<file path="config.mk">
export PLATFORM = sky130hd
export DESIGN_NAME = uart_receiver
export DESIGN_NICKNAME = d
export VERILOG_FILES = /design/src/rtl/uart_pkg.sv /design/src/rtl/uart_tick_gen.sv /design/src/rtl/uart_receiver.sv
export SDC_FILE = /design/constraint.sdc
export NUM_CORES = 1
export LEC_CHECK = 0
export CAP_MARGIN = 20
export CORE_MARGIN = 1.5
export CORE_UTILIZATION = 60
export CTS_CLUSTER_SIZE = 25
export DETAILED_ROUTE_END_ITERATION = 10
export PLACE_DENSITY = 0.86
export SLEW_MARGIN = 20
export SYNTH_ARGS = -nofsm -noshare
export SYNTH_HDL_FRONTEND = slang
export SYNTH_SLANG_ARGS = --single-unit
</file>
<file path="constraint.sdc">
create_clock -name clk -period 3.7 [get_ports clk]
set_input_delay 0.925 -clock clk [delete_from_list [all_inputs] [get_ports clk]]
set_output_delay 0.925 -clock clk [all_outputs]
set_load 0.01 [all_outputs]
</file>
<file path="src/rtl/uart_pkg.sv">
// Shared UART definitions: parity modes, receiver FSM states and the baud divisor helper
// used by both the receiver and the transmitter.
package uart_pkg;

  typedef enum logic [1:0] {
    PAR_NONE = 2'd0,
    PAR_ODD  = 2'd1,
    PAR_EVEN = 2'd2
  } parity_e;

  typedef enum logic [2:0] {
    RX_IDLE  = 3'd0,
    RX_START = 3'd1,
    RX_DATA  = 3'd2,
    RX_PAR   = 3'd3,
    RX_STOP  = 3'd4,
    RX_BRK   = 3'd5
  } rx_state_e;

  // Rounded clocks-per-oversample-tick.
  function automatic int uart_div(input longint clk_hz, input longint baud, input longint os);
    longint den;
    den = baud * os;
    return int'((clk_hz + den / 64'd2) / den);
  endfunction

endpackage

</file>
<file path="src/rtl/uart_tick_gen.sv">
// Oversample tick generator: one-cycle tick every DIV clocks, realigned by a synchronous restart.
module uart_tick_gen #(
  parameter int DIV = 13
) (
  input  logic clk,
  input  logic rst,
  input  logic restart,
  output logic tick
);

  localparam int CW = (DIV > 1) ? $clog2(DIV) : 1;
  localparam logic [CW-1:0] LAST = CW'(DIV - 1);
  localparam logic [CW-1:0] ONE  = CW'(1);

  logic [CW-1:0] cnt_q, cnt_d;
  logic          tick_q, tick_d;

  always_comb begin
    cnt_d  = cnt_q;
    tick_d = 1'b0;
    if (restart) begin
      cnt_d  = {CW{1'b0}};
      tick_d = 1'b0;
    end else if (cnt_q == LAST) begin
      cnt_d  = {CW{1'b0}};
      tick_d = 1'b1;
    end else begin
      cnt_d  = cnt_q + ONE;
      tick_d = 1'b0;
    end
  end

  always_ff @(posedge clk or posedge rst) begin
    if (rst) begin
      cnt_q  <= {CW{1'b0}};
      tick_q <= 1'b0;
    end else begin
      cnt_q  <= cnt_d;
      tick_q <= tick_d;
    end
  end

  assign tick = tick_q;

endmodule

</file>
<file path="src/rtl/uart_receiver.sv">
// Oversampling UART receiver with majority voting, parity/stop checking, break and overrun
// detection, and a valid/ready output holding one word.
module uart_receiver
  import uart_pkg::*;
#(
  parameter int CLK_HZ     = 12_000_000,
  parameter int BAUDRATE   = 115200,
  parameter int OVERSAMPLE = 8,
  parameter int SYNC_DEPTH = 3,
  parameter int DATA_BITS  = 8,
  parameter int PARITY     = 0,
  parameter int STOP_BITS  = 1
) (
  input  logic                 clk,
  input  logic                 rst,
  input  logic                 uart_rx,
  output logic [DATA_BITS-1:0] rx_data,
  output logic                 rx_parity_err,
  output logic                 rx_frame_err,
  output logic                 rx_valid,
  input  logic                 rx_ready,
  output logic                 overrun_err,
  output logic                 break_det
);

  localparam int     DIV      = uart_div(CLK_HZ, BAUDRATE, OVERSAMPLE);
  localparam longint BIT_BAUD = longint'(DIV) * longint'(OVERSAMPLE) * longint'(BAUDRATE);
  localparam longint CLK_L    = longint'(CLK_HZ);
  localparam longint ERR_ABS  = (CLK_L > BIT_BAUD) ? (CLK_L - BIT_BAUD) : (BIT_BAUD - CLK_L);

  if (DIV < 1) begin : g_div_err
    $error("uart_receiver: baud divisor below 1");
  end
  if (ERR_ABS * 64'd50 > BIT_BAUD) begin : g_rate_err
    $error("uart_receiver: bit-rate error exceeds 2 percent");
  end
  if ((OVERSAMPLE < 4) || (OVERSAMPLE % 2 != 0) || (SYNC_DEPTH < 2) || (DATA_BITS < 5) ||
      (DATA_BITS > 9) || (PARITY < 0) || (PARITY > 2) || (STOP_BITS < 1) || (STOP_BITS > 2)) begin : g_param_err
    $error("uart_receiver: parameter out of range");
  end

  localparam int            SW     = $clog2(OVERSAMPLE);
  localparam logic [SW-1:0] S_ONE  = SW'(1);
  localparam logic [SW-1:0] S_LAST = SW'(OVERSAMPLE - 1);
  localparam logic [SW-1:0] S_PRE  = SW'(OVERSAMPLE / 2 - 1);
  localparam logic [SW-1:0] S_MID  = SW'(OVERSAMPLE / 2);
  localparam logic [SW-1:0] S_POST = SW'(OVERSAMPLE / 2 + 1);
  localparam logic [3:0]    B_LAST = 4'(DATA_BITS - 1);
  localparam logic          SC_LAST = (STOP_BITS == 2) ? 1'b1 : 1'b0;
  localparam parity_e       PMODE  = parity_e'(2'(PARITY));

  function automatic logic maj3(input logic a, input logic b, input logic c);
    return (a & b) | (a & c) | (b & c);
  endfunction

  function automatic logic par_err(input logic [DATA_BITS-1:0] d, input logic p);
    logic x;
    x = ^{d, p};
    case (PMODE)
      PAR_ODD:  return ~x;
      PAR_EVEN: return x;
      default:  return 1'b0;
    endcase
  endfunction

  logic [SYNC_DEPTH-1:0] sync_q, sync_d, flush_q, flush_d;
  logic                  armed_q, armed_d, rxs_prev_q, rxs_prev_d;
  rx_state_e             state_q, state_d;
  logic [SW-1:0]         samp_q, samp_d, hcnt_q, hcnt_d;
  logic [1:0]            vote_q, vote_d;
  logic [DATA_BITS-1:0]  shift_q, shift_d;
  logic [3:0]            bcnt_q, bcnt_d;
  logic                  pbit_q, pbit_d, ferr_q, ferr_d, scnt_q, scnt_d;
  logic [DATA_BITS-1:0]  rx_data_q, rx_data_d;
  logic                  rx_perr_q, rx_perr_d, rx_ferr_q, rx_ferr_d, rx_valid_q, rx_valid_d;
  logic                  overrun_q, overrun_d, break_q, break_d;

  logic          rxs_s, tick_s, restart_s, start_edge_s, mid_s, bit_s;
  logic          complete_s, brk_s, frame_err_s;
  logic [SW-1:0] sidx_s;

  assign rxs_s = sync_q[SYNC_DEPTH-1];

  uart_tick_gen #(.DIV(DIV)) u_tick (
    .clk     (clk),
    .rst     (rst),
    .restart (restart_s),
    .tick    (tick_s)
  );

  // The synchroniser resets high, so the line only counts once real samples have flushed through it.
  always_comb begin
    sync_d       = {sync_q[SYNC_DEPTH-2:0], uart_rx};
    flush_d      = {flush_q[SYNC_DEPTH-2:0], 1'b1};
    armed_d      = armed_q | (flush_q[SYNC_DEPTH-1] & rxs_s);
    rxs_prev_d   = rxs_s;
    start_edge_s = armed_q & rxs_prev_q & ~rxs_s;
    sidx_s       = (samp_q == S_LAST) ? {SW{1'b0}} : (samp_q + S_ONE);
    mid_s        = tick_s && (sidx_s == S_POST);
    bit_s        = maj3(vote_q[0], vote_q[1], rxs_s);
  end

  always_comb begin
    state_d     = state_q;
    samp_d      = samp_q;
    vote_d      = vote_q;
    shift_d     = shift_q;
    bcnt_d      = bcnt_q;
    pbit_d      = pbit_q;
    ferr_d      = ferr_q;
    scnt_d      = scnt_q;
    hcnt_d      = hcnt_q;
    restart_s   = 1'b0;
    complete_s  = 1'b0;
    brk_s       = 1'b0;
    frame_err_s = ferr_q | ~bit_s;

    if (tick_s) begin
      samp_d = sidx_s;
      if (sidx_s == S_PRE) begin
        vote_d[0] = rxs_s;
      end else if (sidx_s == S_MID) begin
        vote_d[1] = rxs_s;
      end else begin
        vote_d = vote_q;
      end
    end else begin
      samp_d = samp_q;
    end

    // Every decision is taken at the M+1 sample, so the counter keeps its phase across bits.
    case (state_q)
      RX_IDLE: begin
        if (start_edge_s) begin
          restart_s = 1'b1;
          samp_d    = {SW{1'b0}};
          bcnt_d    = 4'd0;
          scnt_d    = 1'b0;
          ferr_d    = 1'b0;
          pbit_d    = 1'b0;
          state_d   = RX_START;
        end else begin
          state_d = RX_IDLE;
        end
      end
      RX_START: begin
        if (mid_s) begin
          state_d = bit_s ? RX_IDLE : RX_DATA;
        end else begin
          state_d = RX_START;
        end
      end
      RX_DATA: begin
        if (mid_s) begin
          shift_d = {bit_s, shift_q[DATA_BITS-1:1]};
          if (bcnt_q == B_LAST) begin
            bcnt_d  = 4'd0;
            state_d = (PMODE == PAR_NONE) ? RX_STOP : RX_PAR;
          end else begin
            bcnt_d = bcnt_q + 4'd1;
          end
        end else begin
          state_d = RX_DATA;
        end
      end
      RX_PAR: begin
        if (mid_s) begin
          pbit_d  = bit_s;
          state_d = RX_STOP;
        end else begin
          state_d = RX_PAR;
        end
      end
      RX_STOP: begin
        if (mid_s) begin
          if (!scnt_q && !bit_s && (shift_q == {DATA_BITS{1'b0}}) &&
              ((PMODE == PAR_NONE) || !pbit_q)) begin
            brk_s   = 1'b1;
            hcnt_d  = {SW{1'b0}};
            state_d = RX_BRK;
          end else if (scnt_q == SC_LAST) begin
            complete_s = 1'b1;
            state_d    = RX_IDLE;
          end else begin
            ferr_d = frame_err_s;
            scnt_d = 1'b1;
          end
        end else begin
          state_d = RX_STOP;
        end
      end
      RX_BRK: begin
        if (!rxs_s) begin
          hcnt_d = {SW{1'b0}};
        end else if (tick_s) begin
          if (hcnt_q == S_LAST) begin
            hcnt_d  = {SW{1'b0}};
            state_d = RX_IDLE;
          end else begin
            hcnt_d = hcnt_q + S_ONE;
          end
        end else begin
          hcnt_d = hcnt_q;
        end
      end
      default: begin
        state_d = RX_IDLE;
      end
    endcase
  end

  always_comb begin
    rx_data_d  = rx_data_q;
    rx_perr_d  = rx_perr_q;
    rx_ferr_d  = rx_ferr_q;
    rx_valid_d = rx_valid_q;
    overrun_d  = 1'b0;
    break_d    = brk_s;
    if (complete_s) begin
      if (!rx_valid_q || rx_ready) begin
        rx_data_d  = shift_q;
        rx_perr_d  = par_err(shift_q, pbit_q);
        rx_ferr_d  = frame_err_s;
        rx_valid_d = 1'b1;
      end else begin
        overrun_d = 1'b1;
      end
    end else if (rx_valid_q && rx_ready) begin
      rx_valid_d = 1'b0;
    end else begin
      rx_valid_d = rx_valid_q;
    end
  end

  always_ff @(posedge clk or posedge rst) begin
    if (rst) begin
      sync_q     <= {SYNC_DEPTH{1'b1}};
      flush_q    <= {SYNC_DEPTH{1'b0}};
      armed_q    <= 1'b0;
      rxs_prev_q <= 1'b1;
      state_q    <= RX_IDLE;
      samp_q     <= {SW{1'b0}};
      hcnt_q     <= {SW{1'b0}};
      vote_q     <= 2'b11;
      shift_q    <= {DATA_BITS{1'b0}};
      bcnt_q     <= 4'd0;
      pbit_q     <= 1'b0;
      ferr_q     <= 1'b0;
      scnt_q     <= 1'b0;
      rx_data_q  <= {DATA_BITS{1'b0}};
      rx_perr_q  <= 1'b0;
      rx_ferr_q  <= 1'b0;
      rx_valid_q <= 1'b0;
      overrun_q  <= 1'b0;
      break_q    <= 1'b0;
    end else begin
      sync_q     <= sync_d;
      flush_q    <= flush_d;
      armed_q    <= armed_d;
      rxs_prev_q <= rxs_prev_d;
      state_q    <= state_d;
      samp_q     <= samp_d;
      hcnt_q     <= hcnt_d;
      vote_q     <= vote_d;
      shift_q    <= shift_d;
      bcnt_q     <= bcnt_d;
      pbit_q     <= pbit_d;
      ferr_q     <= ferr_d;
      scnt_q     <= scnt_d;
      rx_data_q  <= rx_data_d;
      rx_perr_q  <= rx_perr_d;
      rx_ferr_q  <= rx_ferr_d;
      rx_valid_q <= rx_valid_d;
      overrun_q  <= overrun_d;
      break_q    <= break_d;
    end
  end

  assign rx_data       = rx_data_q;
  assign rx_parity_err = rx_perr_q;
  assign rx_frame_err  = rx_ferr_q;
  assign rx_valid      = rx_valid_q;
  assign overrun_err   = overrun_q;
  assign break_det     = break_q;

endmodule

</file>
# After elaboration in Yosys (flattened, before gate mapping)
# Index checks and enable logic that the tools add are counted.
# op_classes
n_eq_ne	25
n_bitwise	13
n_reduce_logical	24
muxes	54
n_addsub	4
# op_table
operator	n
3-bit two-way mux	18
1-bit two-way mux	24
4-bit two-way mux	5
3-bit == test, second input constant	6
3-bit one-hot mux with 6 select lines	1
2-bit != test, second input constant	8
5-bit AND reduction	2
3-bit by 2-bit == test with 1-bit output, second input constant	3
4-bit by 1-bit adder with 4-bit output, second input constant	2
8-bit zero test	1
4-bit one-hot mux with 2 select lines	1
2-bit AND reduction	4
4-bit AND reduction	2
2-bit nonzero test	4
3-bit by 1-bit adder with 3-bit output, second input constant	2
1-bit AND	6
3-bit one-hot mux with 2 select lines	1
3-bit AND reduction	2
4-bit by 3-bit == test with 1-bit output, second input constant	1
4-bit == test, second input constant	1
1-bit logical AND	4
2-bit two-way mux	2
2-bit by 1-bit != test with 1-bit output, second input constant	2
4-bit != test, second input constant	1
9 further kinds	17
# word_totals
inputBits	4
word_cells	140
output_inout_bits	13
reg_bits	50

# Longest topological paths before layout
# Gate-level depths: netlist of run 1.
# depth
word_depth	11
ltp_mapped	8
depth_no_buf	7

# Cells and area by module
# Synthesis of run 1 repeated with hierarchy kept, for this count alone.
# hier_totals
cells_unflattened	190
hier_area_um2	2182.1
# modules_own_cells
mod	cells_each	seq_area_each_um2	area_each_um2	n_inst
uart_receiver	168	1108.6	1954.4	1
uart_tick_gen	22	125.1	227.7	1

# Least setup slack after synthesis of run 1
# No wires, ideal clock.
# synth_path
kind	register -> register
start	register samp_q[0]
end	register rx_data_q[0], in the netlist rx_data[0]
setup_time_ns	0.125
synth_period_minus_slack_ns	2.020
required_ns	3.575
t_arrival_ns	1.895
n_path_buf	1
slack_ns	1.680
stages_incl_launch_ff	9
path_cell_list	dfrtp_1 ha_1 ha_1 nand4b_1 nor2b_1 nand2b_4 nor2b_4 buf_12 mux2_4
# synth_via
elab_chain_cells	7
elab_cells_between_ends	8
cone_classes	add/sub: 1; eq/ne: 2; mux: 3; reduce/logical: 2
# synth_lines
item	line	rtl
from (decl)	uart_receiver.sv:69	logic [SW-1:0] samp_q, samp_d, hcnt_q, hcnt_d;
from (signal assigned)	uart_receiver.sv:242	samp_q <= {SW{1'b0}};
from (signal assigned)	uart_receiver.sv:262	samp_q <= samp_d;
3-bit by 1-bit adder with 3-bit output / 3-bit == test (equally long branches)	uart_receiver.sv:98	sidx_s = (samp_q == S_LAST) ? {SW{1'b0}} : (samp_q + S_ONE);
3-bit two-way mux (*)	uart_receiver.sv:98	
3-bit == test (*)	uart_receiver.sv:99	mid_s = tick_s && (sidx_s == S_POST);
1-bit logical AND (*)	uart_receiver.sv:99	
1-bit two-way mux (*)	uart_receiver.sv:175	if (mid_s) begin
1-bit two-way mux (*)	uart_receiver.sv:132	case (state_q)
2-bit AND reduction (no line) (*)	n/a	
to (signal assigned)	uart_receiver.sv:250	rx_data_q <= {DATA_BITS{1'b0}};
to (signal assigned)	uart_receiver.sv:270	rx_data_q <= rx_data_d;
to (decl)	uart_receiver.sv:74	logic [DATA_BITS-1:0] rx_data_q, rx_data_d;
# Every way passes the cells marked *; elsewhere a longest branch is shown, timed or not.
# A chain may end at the register's enable or synchronous reset.

# Worst setup path after layout of run 1
# layout_path
start	register samp_q[1]
end	register bcnt_q[3]
# layout_via
elab_chain_cells	6
elab_cells_between_ends	7
cone_classes	add/sub: 1; eq/ne: 3; mux: 1; reduce/logical: 2
# layout_lines
item	line	rtl
3-bit by 1-bit adder with 3-bit output / 3-bit == test (equally long branches)	uart_receiver.sv:98	
3-bit two-way mux (*)	uart_receiver.sv:98	
3-bit == test (*)	uart_receiver.sv:99	
1-bit logical AND (*)	uart_receiver.sv:99	
2-bit != test (no line) (*)	n/a	
3-bit AND reduction (no line) (*)	n/a	
to (signal assigned)	uart_receiver.sv:266	bcnt_q <= bcnt_d;
to (decl)	uart_receiver.sv:72	logic [3:0] bcnt_q, bcnt_d;
# Marks and branches as above.

==> results of run 1 <==
==> critical path, stage by stage (launching register included) <==
cell and delay [ns]:
dfrtp_1 0.46, ha_1 0.21, ha_1 0.34, nand4b_1 0.14, nor2_1 0.74, nor2_1 0.20, a22o_1 0.28
==> per-layer routing <==
layer	share of wire, %	up-vias
met5	0	-
met1	46	666
met2	49	27
met4	1.8	0
met3	4.0	8
li1	-	637
==> layout make-up <==
cell class	instances	area [µm²]	area share, %
flip-flops and latches	49	1230	51.2
multi-input cells	109	880	36.5
repair buffers	15	150	6.24
well taps	46	57.6	2.39
clock buffers	6	41.3	1.72
inverters	9	35.0	1.46
clock inverters	2	10.0	0.416
==> stage by stage <==
stage	instances	worst slack, ns	hold slack [ns]
final	236	1.22	0.357
after global routing	236	1.03	0.364
after CTS	236	1.25	0.362
after detailed placement	228	1.28	0.336
after global placement	228	1.37	0.333
after floorplan	172	1.61	0.331
==> cells by family after synthesis <==
| kind of cell | count (synthesis) | synth area share [%] |
|---|---|---|
| flops | 49 | 56.8 |
| xor+xnor | 1 | 0.403 |
| compound gates | 25 | 7.14 |
| other cells | 2 | 0.346 |
| fa+ha+maj | 11 | 6.28 |
| buf+inv | 14 | 3.45 |
| simple gates | 49 | 13.4 |
| mux | 21 | 12.3 |
==> registers in the layout, indices dropped and copies added (netlist names), 2 cells and up <==
signal / cells
hcnt_q: 3
flush_q: 3
vote_q: 2
bcnt_q: 4
sync_q: 3
rx_data: 8
samp_q: 3
state_q: 3
shift_q: 8
u_tick.cnt_q: 4
==> cells in the mapped netlist <==
cell type and instances:
nand4b_1 1, dfrtp_1 43, mux2_4 9, nor2_1 10, buf_12 1, maj3_2 1, a21oi_1 4, a22o_1 3
conb_1 2, a311oi_1 1, o21ai_1 5, nand3b_1 1, nor2b_4 1, nor4_1 4, nor3_4 1, mux2_1 1
a31o_1 1, or4_1 3, nor3b_1 2, nand2b_1 3, ha_1 10, clkbuf_1 1, mux2_2 8, a211oi_1 1
a21o_1 1, and2_1 1, buf_4 1, or2_1 1, nand2b_4 1, o211ai_1 1, nand3_1 5, nor2b_1 4
buf_2 2, o21bai_1 1, nand2_1 10, mux2i_1 3, or4_4 1, a31oi_1 1, o21ai_0 6, dfstp_2 6
xor2_1 1, inv_1 9
==> path summary, 6_finish.rpt <==
kind,end,cells past startpoint
worst min register to register,sync_q[2]$_DFF_PP1_,0
worst max register to register,bcnt_q[3]$_DFFE_PP0P_,6
min in group asynchronous,rx_data[1]$_DFFE_PP0P_,2
max in group asynchronous,u_tick.cnt_q[1]$_DFF_PP0_,2
worst max-delay path,bcnt_q[3]$_DFFE_PP0P_,6
worst min-delay path,sync_q[2]$_DFF_PP1_,0
==> power by group <==
group	internal [W]	switching (W)
registers	0.000579	0.0000424
logic	0.0000630	0.0000862
clock network	0.0000727	0.000161
total	0.000715	0.000290
==> results.ini, run 1 <==
[clocking]
cts_sinks = 49
clock_tree.root_cell = clkbuf_4
numCtsBuffers = 5
worstSkewPairLatency_ns = 0.37
h-tree-depth = 2
cts_resized = 0
cts.path.max_buffers = 2
postCtsSetupBuffers = 0
tritoncts = built
ctsHoldBuffers = 0
clk_pin_slew_worst_paths_ns = 0.13

[drt]
dr.pass1.iters = 4
wirelength_um = 3600
via_count = 1338
postRouteAntennaNets = 0
route.detailed.drc = 0
via_per_inst = 5.67
wl_per_cell_um = 15.2
drt_iter0_drc = 95

[final_layout]
drive_gt1_share_pct = 19.5
fin_util_pct = 70.5
nets = 203
final_common_cell = dfrtp_1
area_delta_synth_final_pct = 10.8
n_fill_cell = 242
mostFrequentLayoutCells = dfrtp_1 (43), clkdlybuf4s50_1 (15), nor2_1 (10), nand2_1 (10), ha_1 (10)
fin_area_mm2 = 0.00241
antenna_cells = 0

[sta]
rsz0062_at_grt = false
relSlewSlack_pct = 37.6
final_hold_viol_count = 0
skew_ns = 0.0220
tns_ns = 0
fin_crit_ns = 2.48
min_period_over_period_pct = 67.0
max_slew.worst_pin.slew_ns = 0.932
setup_viol_count_final = 0
fmax_ghz = 0.404
slew_violations = 0

[min_path]
hold_path.class = register to register
min-delay-start = sync_q[1]$_DFF_PP1_

[logic_synthesis]
synth.cell_area_mm2 = 0.00217
netlist_instances = 172
synthTopCellsByArea = dfrtp_1 (50%), dfstp_2 (7.3%), mux2_4 (6.2%)
ys_warn_count = 0
post-synth-top-area-cell = dfrtp_1
syn_nets = 186
yosysSeqAreaShare_pct = 56.8
yosysTopAreaCellShare_pct = 49.5
ys_ff_latch = 49
synth_cell_type_count = 42
synth.avg_cell_area_um2 = 12.6

[global_route]
grt_overflow = 0
gr-max-usage-layer = met2
antenna_found_initial = 0
grt_pass1_vias = 1433
met1_usage_pct = 26.4
use_met3_pct = 5.89
grt_usage_pct = 20.9
grt_pass1_wl_um = 6400
grt_max_degree = 50
grt_util_met2_pct = 34.4

[die]
die_w_um = 63.2
ioPinCount = 17
dieArea_mm2 = 0.00399
design.core.area_mm2 = 0.00342
row_count = 21
initial_core_util_pct = 63.6
die_h_um = 63.2

[setup_path]
required_ns = 3.97
startpoint_type = register
r2r_slack_ns = 1.22
reg2reg_from = samp_q[1]$_DFF_PP0_
end_kind = register
startpoint = samp_q[1]$_DFF_PP0_
cp.arrival_ns = 2.75
path_max_fanout = 13
worstSetupPathType = register to register

[placed_design]
hpwl_um = 2580
finalWeightedCongestion = 0.867
portBuffers = 15
post_dp_cell_area_mm2 = 0.00235

[run_status]
outcome = completed

[pwr]
irDropWorstVdd_mv = 0.292
pwr_density_cell_mw_per_mm2 = 418
p_leak_nw = 1.13
fin_total_pwr_w = 0.00101

[job]
maxCapViolations = 0

No activity file was read; power rests on OpenSTA's default activity.
==> run 2, diff against run 1 <==
CORE_UTILIZATION = 57   (was 60)
PLACE_DENSITY = 0.82   (was 0.86)
clock period = 2.4 ns   (was 3.7 ns; I/O delays follow)
==> run 2 against run 1 <==
Routed wire length up 13%. Cell count up 3.4%. Combinational power rose by 68%. First-iteration DRC count fell by 6.3%. Largest cell class unchanged. Global-route usage rose by 0.80 points. Sequential power grew 54%. Largest power group unchanged. Clock-buffer cell count is 1 lower. Clock power rose to 2.5 times the previous value. Die area rose by 5.0%. Core utilization decreased by 1.3 points. Non-clock buffer count increased by 6. Design area grew 5.1%.
==> results.ini, run 2 (synthesized netlist as in run 1, its figures left out) <==
[die]
design.core.area_mm2 = 0.00366  ; +7.2%
initial_core_util_pct = 59.4  ; -4.3 points
die_w_um = 64.8  ; +2.5%
ioPinCount = 17  ; unchanged
row_count = 22  ; +4.8%
die_h_um = 64.8  ; +2.5%
dieArea_mm2 = 0.00419  ; +5.0%

[final_layout]
mostFrequentLayoutCells = dfrtp_1 (43), clkdlybuf4s50_1 (15), nor2_1 (10), nand2_1 (10), ha_1 (10)
area_delta_synth_final_pct = 16.5
fin_area_mm2 = 0.00253  ; +5.1%
nets = 209  ; +3.0%
final_common_cell = dfrtp_1
drive_gt1_share_pct = 22.4  ; +3.0 points
finalNonFillerCells = 244  ; +3.4%
antenna_cells = 0  ; unchanged

[sta]
min_period_over_period_pct = 92.1  ; +25 points
fmax_ghz = 0.452  ; +12%
fin_crit_ns = 2.21  ; -0.266 ns
final_hold_viol_count = 0  ; unchanged
whs_ns = 0.365  ; +0.00747 ns
setup_viol_count_final = 0  ; unchanged
tns_ns = 0  ; unchanged
slew_violations = 0  ; unchanged
skew_ns = 0.0139  ; -0.00805 ns
rsz0062_at_grt = false

[setup_path]
end_kind = register
cp.arrival_ns = 2.40  ; -0.35 ns
path_buf_inv = 1  ; +1
worstSetupPathType = register to register
crit_path_frequent_cell = ha_1
startpoint_type = register
path_delay_family = simple AND/OR/NAND/NOR gates
crit_chain = ha_1 > ha_1 > nand4b_1 > nor2b_1 > nand2b_4 > nor2b_4 > buf_12 > mux2_4
slowest_stage = dfrtp_1
slowest_delay_ns = 0.43  ; -0.31 ns
path_max_fanout = 9  ; -4
required_ns = 2.59  ; -1.38 ns

[pwr]
fin_total_pwr_w = 0.00180  ; +79%
irDropWorstVdd_mv = 0.619  ; +110%
p_leak_nw = 1.20  ; +5.8%
pwr_density_cell_mw_per_mm2 = 711  ; +70%

[clocking]
worstSkewPairLatency_ns = 0.31  ; -0.06 ns
h-tree-depth = 2  ; unchanged
clock_tree.root_cell = clkbuf_8
clk_pin_slew_worst_paths_ns = 0.08  ; -0.05 ns
cts.path.max_buffers = 2  ; unchanged
numCtsBuffers = 5  ; unchanged
ctsHoldBuffers = 0  ; unchanged
cts_sinks = 49  ; unchanged
tritoncts = built

[global_route]
grt_pass1_vias = 1428  ; -0.35%
grt_pass1_wl_um = 6820  ; +6.6%
grt_overflow = 0  ; unchanged
grt_usage_pct = 21.7  ; +0.80 points
antenna_found_initial = 0  ; unchanged
grt_max_degree = 30  ; -40%

[run_status]
outcome = completed

[drt]
wl_per_cell_um = 16.7  ; +9.3%
dr.pass1.iters = 4  ; unchanged
top_layer = met4
route.detailed.drc = 0  ; unchanged
drt_iter0_drc = 89  ; -6.3%
met1_length_um = 1790  ; +9.5%
met2_length_um = 2060  ; +18%
via_per_inst = 5.68  ; +0.26%
met3_length_um = 171  ; +20%
postRouteAntennaNets = 0  ; unchanged
via_count = 1387  ; +3.7%
wirelength_um = 4060  ; +13%

[job]
maxCapViolations = 0  ; unchanged

[min_path]
hold_path.class = register to register

[placed_design]
portBuffers = 15  ; unchanged
dp_cells = 235  ; +3.1%
finalWeightedCongestion = 0.832  ; -4.0%
hpwl_um = 2740  ; +6.5%
post_dp_cell_area_mm2 = 0.00240  ; +1.9%

-- run 2: changes by cell type in the layout (fill, tap and decap cells not counted), moves of 2 or more --
cell / before / now
clkinv_2: 3 / 1
clkbuf_8: 0 / 5
buf_4: 0 / 4
buf_12: 0 / 2
clkbuf_4: 5 / 0
-- run 2: per-stage QoR --
stage,setup WS [ns],utilization [%]
2_1_floorplan,0.380,-
3_3_place_gp,0.210,65.5
3_5_place_dp,0.136,65.5
4_1_cts,0.127,68.6
5_1_grt,0.0920,69.1
6_report,0.189,69.1
-- run 2: metal layers --
metal	vias up	global-route usage (%)
li1	640	-
met1	700	28.9
met2	42	35.3
met3	5	4.86
met4	0	7.71
met5	-	0
-- run 2: worst paths after layout --
| kind | start | to | slack (ns) | cells after the start |
|---|---|---|---|---|
| worst max-delay path | samp_q[0]$_DFF_PP0_ | rx_data[7]$_DFFE_PP0P_ | 0.19 | 8 |
| worst min-delay path | sync_q[1]$_DFF_PP1_ | sync_q[2]$_DFF_PP1_ | 0.36 | 0 |
| worst max register to register | samp_q[0]$_DFF_PP0_ | rx_data[7]$_DFFE_PP0P_ | 0.19 | 8 |
| worst min register to register | sync_q[1]$_DFF_PP1_ | sync_q[2]$_DFF_PP1_ | 0.36 | 0 |
| max in group asynchronous | rst | vote_q[0]$_DFFE_PP1P_ | 1.19 | 3 |
| min in group asynchronous | rst | rx_data[6]$_DFFE_PP0P_ | 0.62 | 2 |
-- run 2: cell type report --
cell class	count	area [µm²]
flip-flops and latches	49	1230
fillers	243	1130
multi-input cells	109	871
repair buffers	21	220
clock buffers	5	68.8
well taps	48	60.1
clock inverters	3	43.8
inverters	9	33.8
-- run 2: what timing repair did --
item | CTS | global route
setup endpoints to repair | 0 | 7
setup buffers | 0 | 1
gates resized for setup | 0 | 0
-- run 2: power breakdown --
group	internal, W	total (W)	switching, W
sequential	0.000893	0.000960	0.0000671
clock	0.000312	0.000590	0.000278
combinational	0.000105	0.000250	0.000145
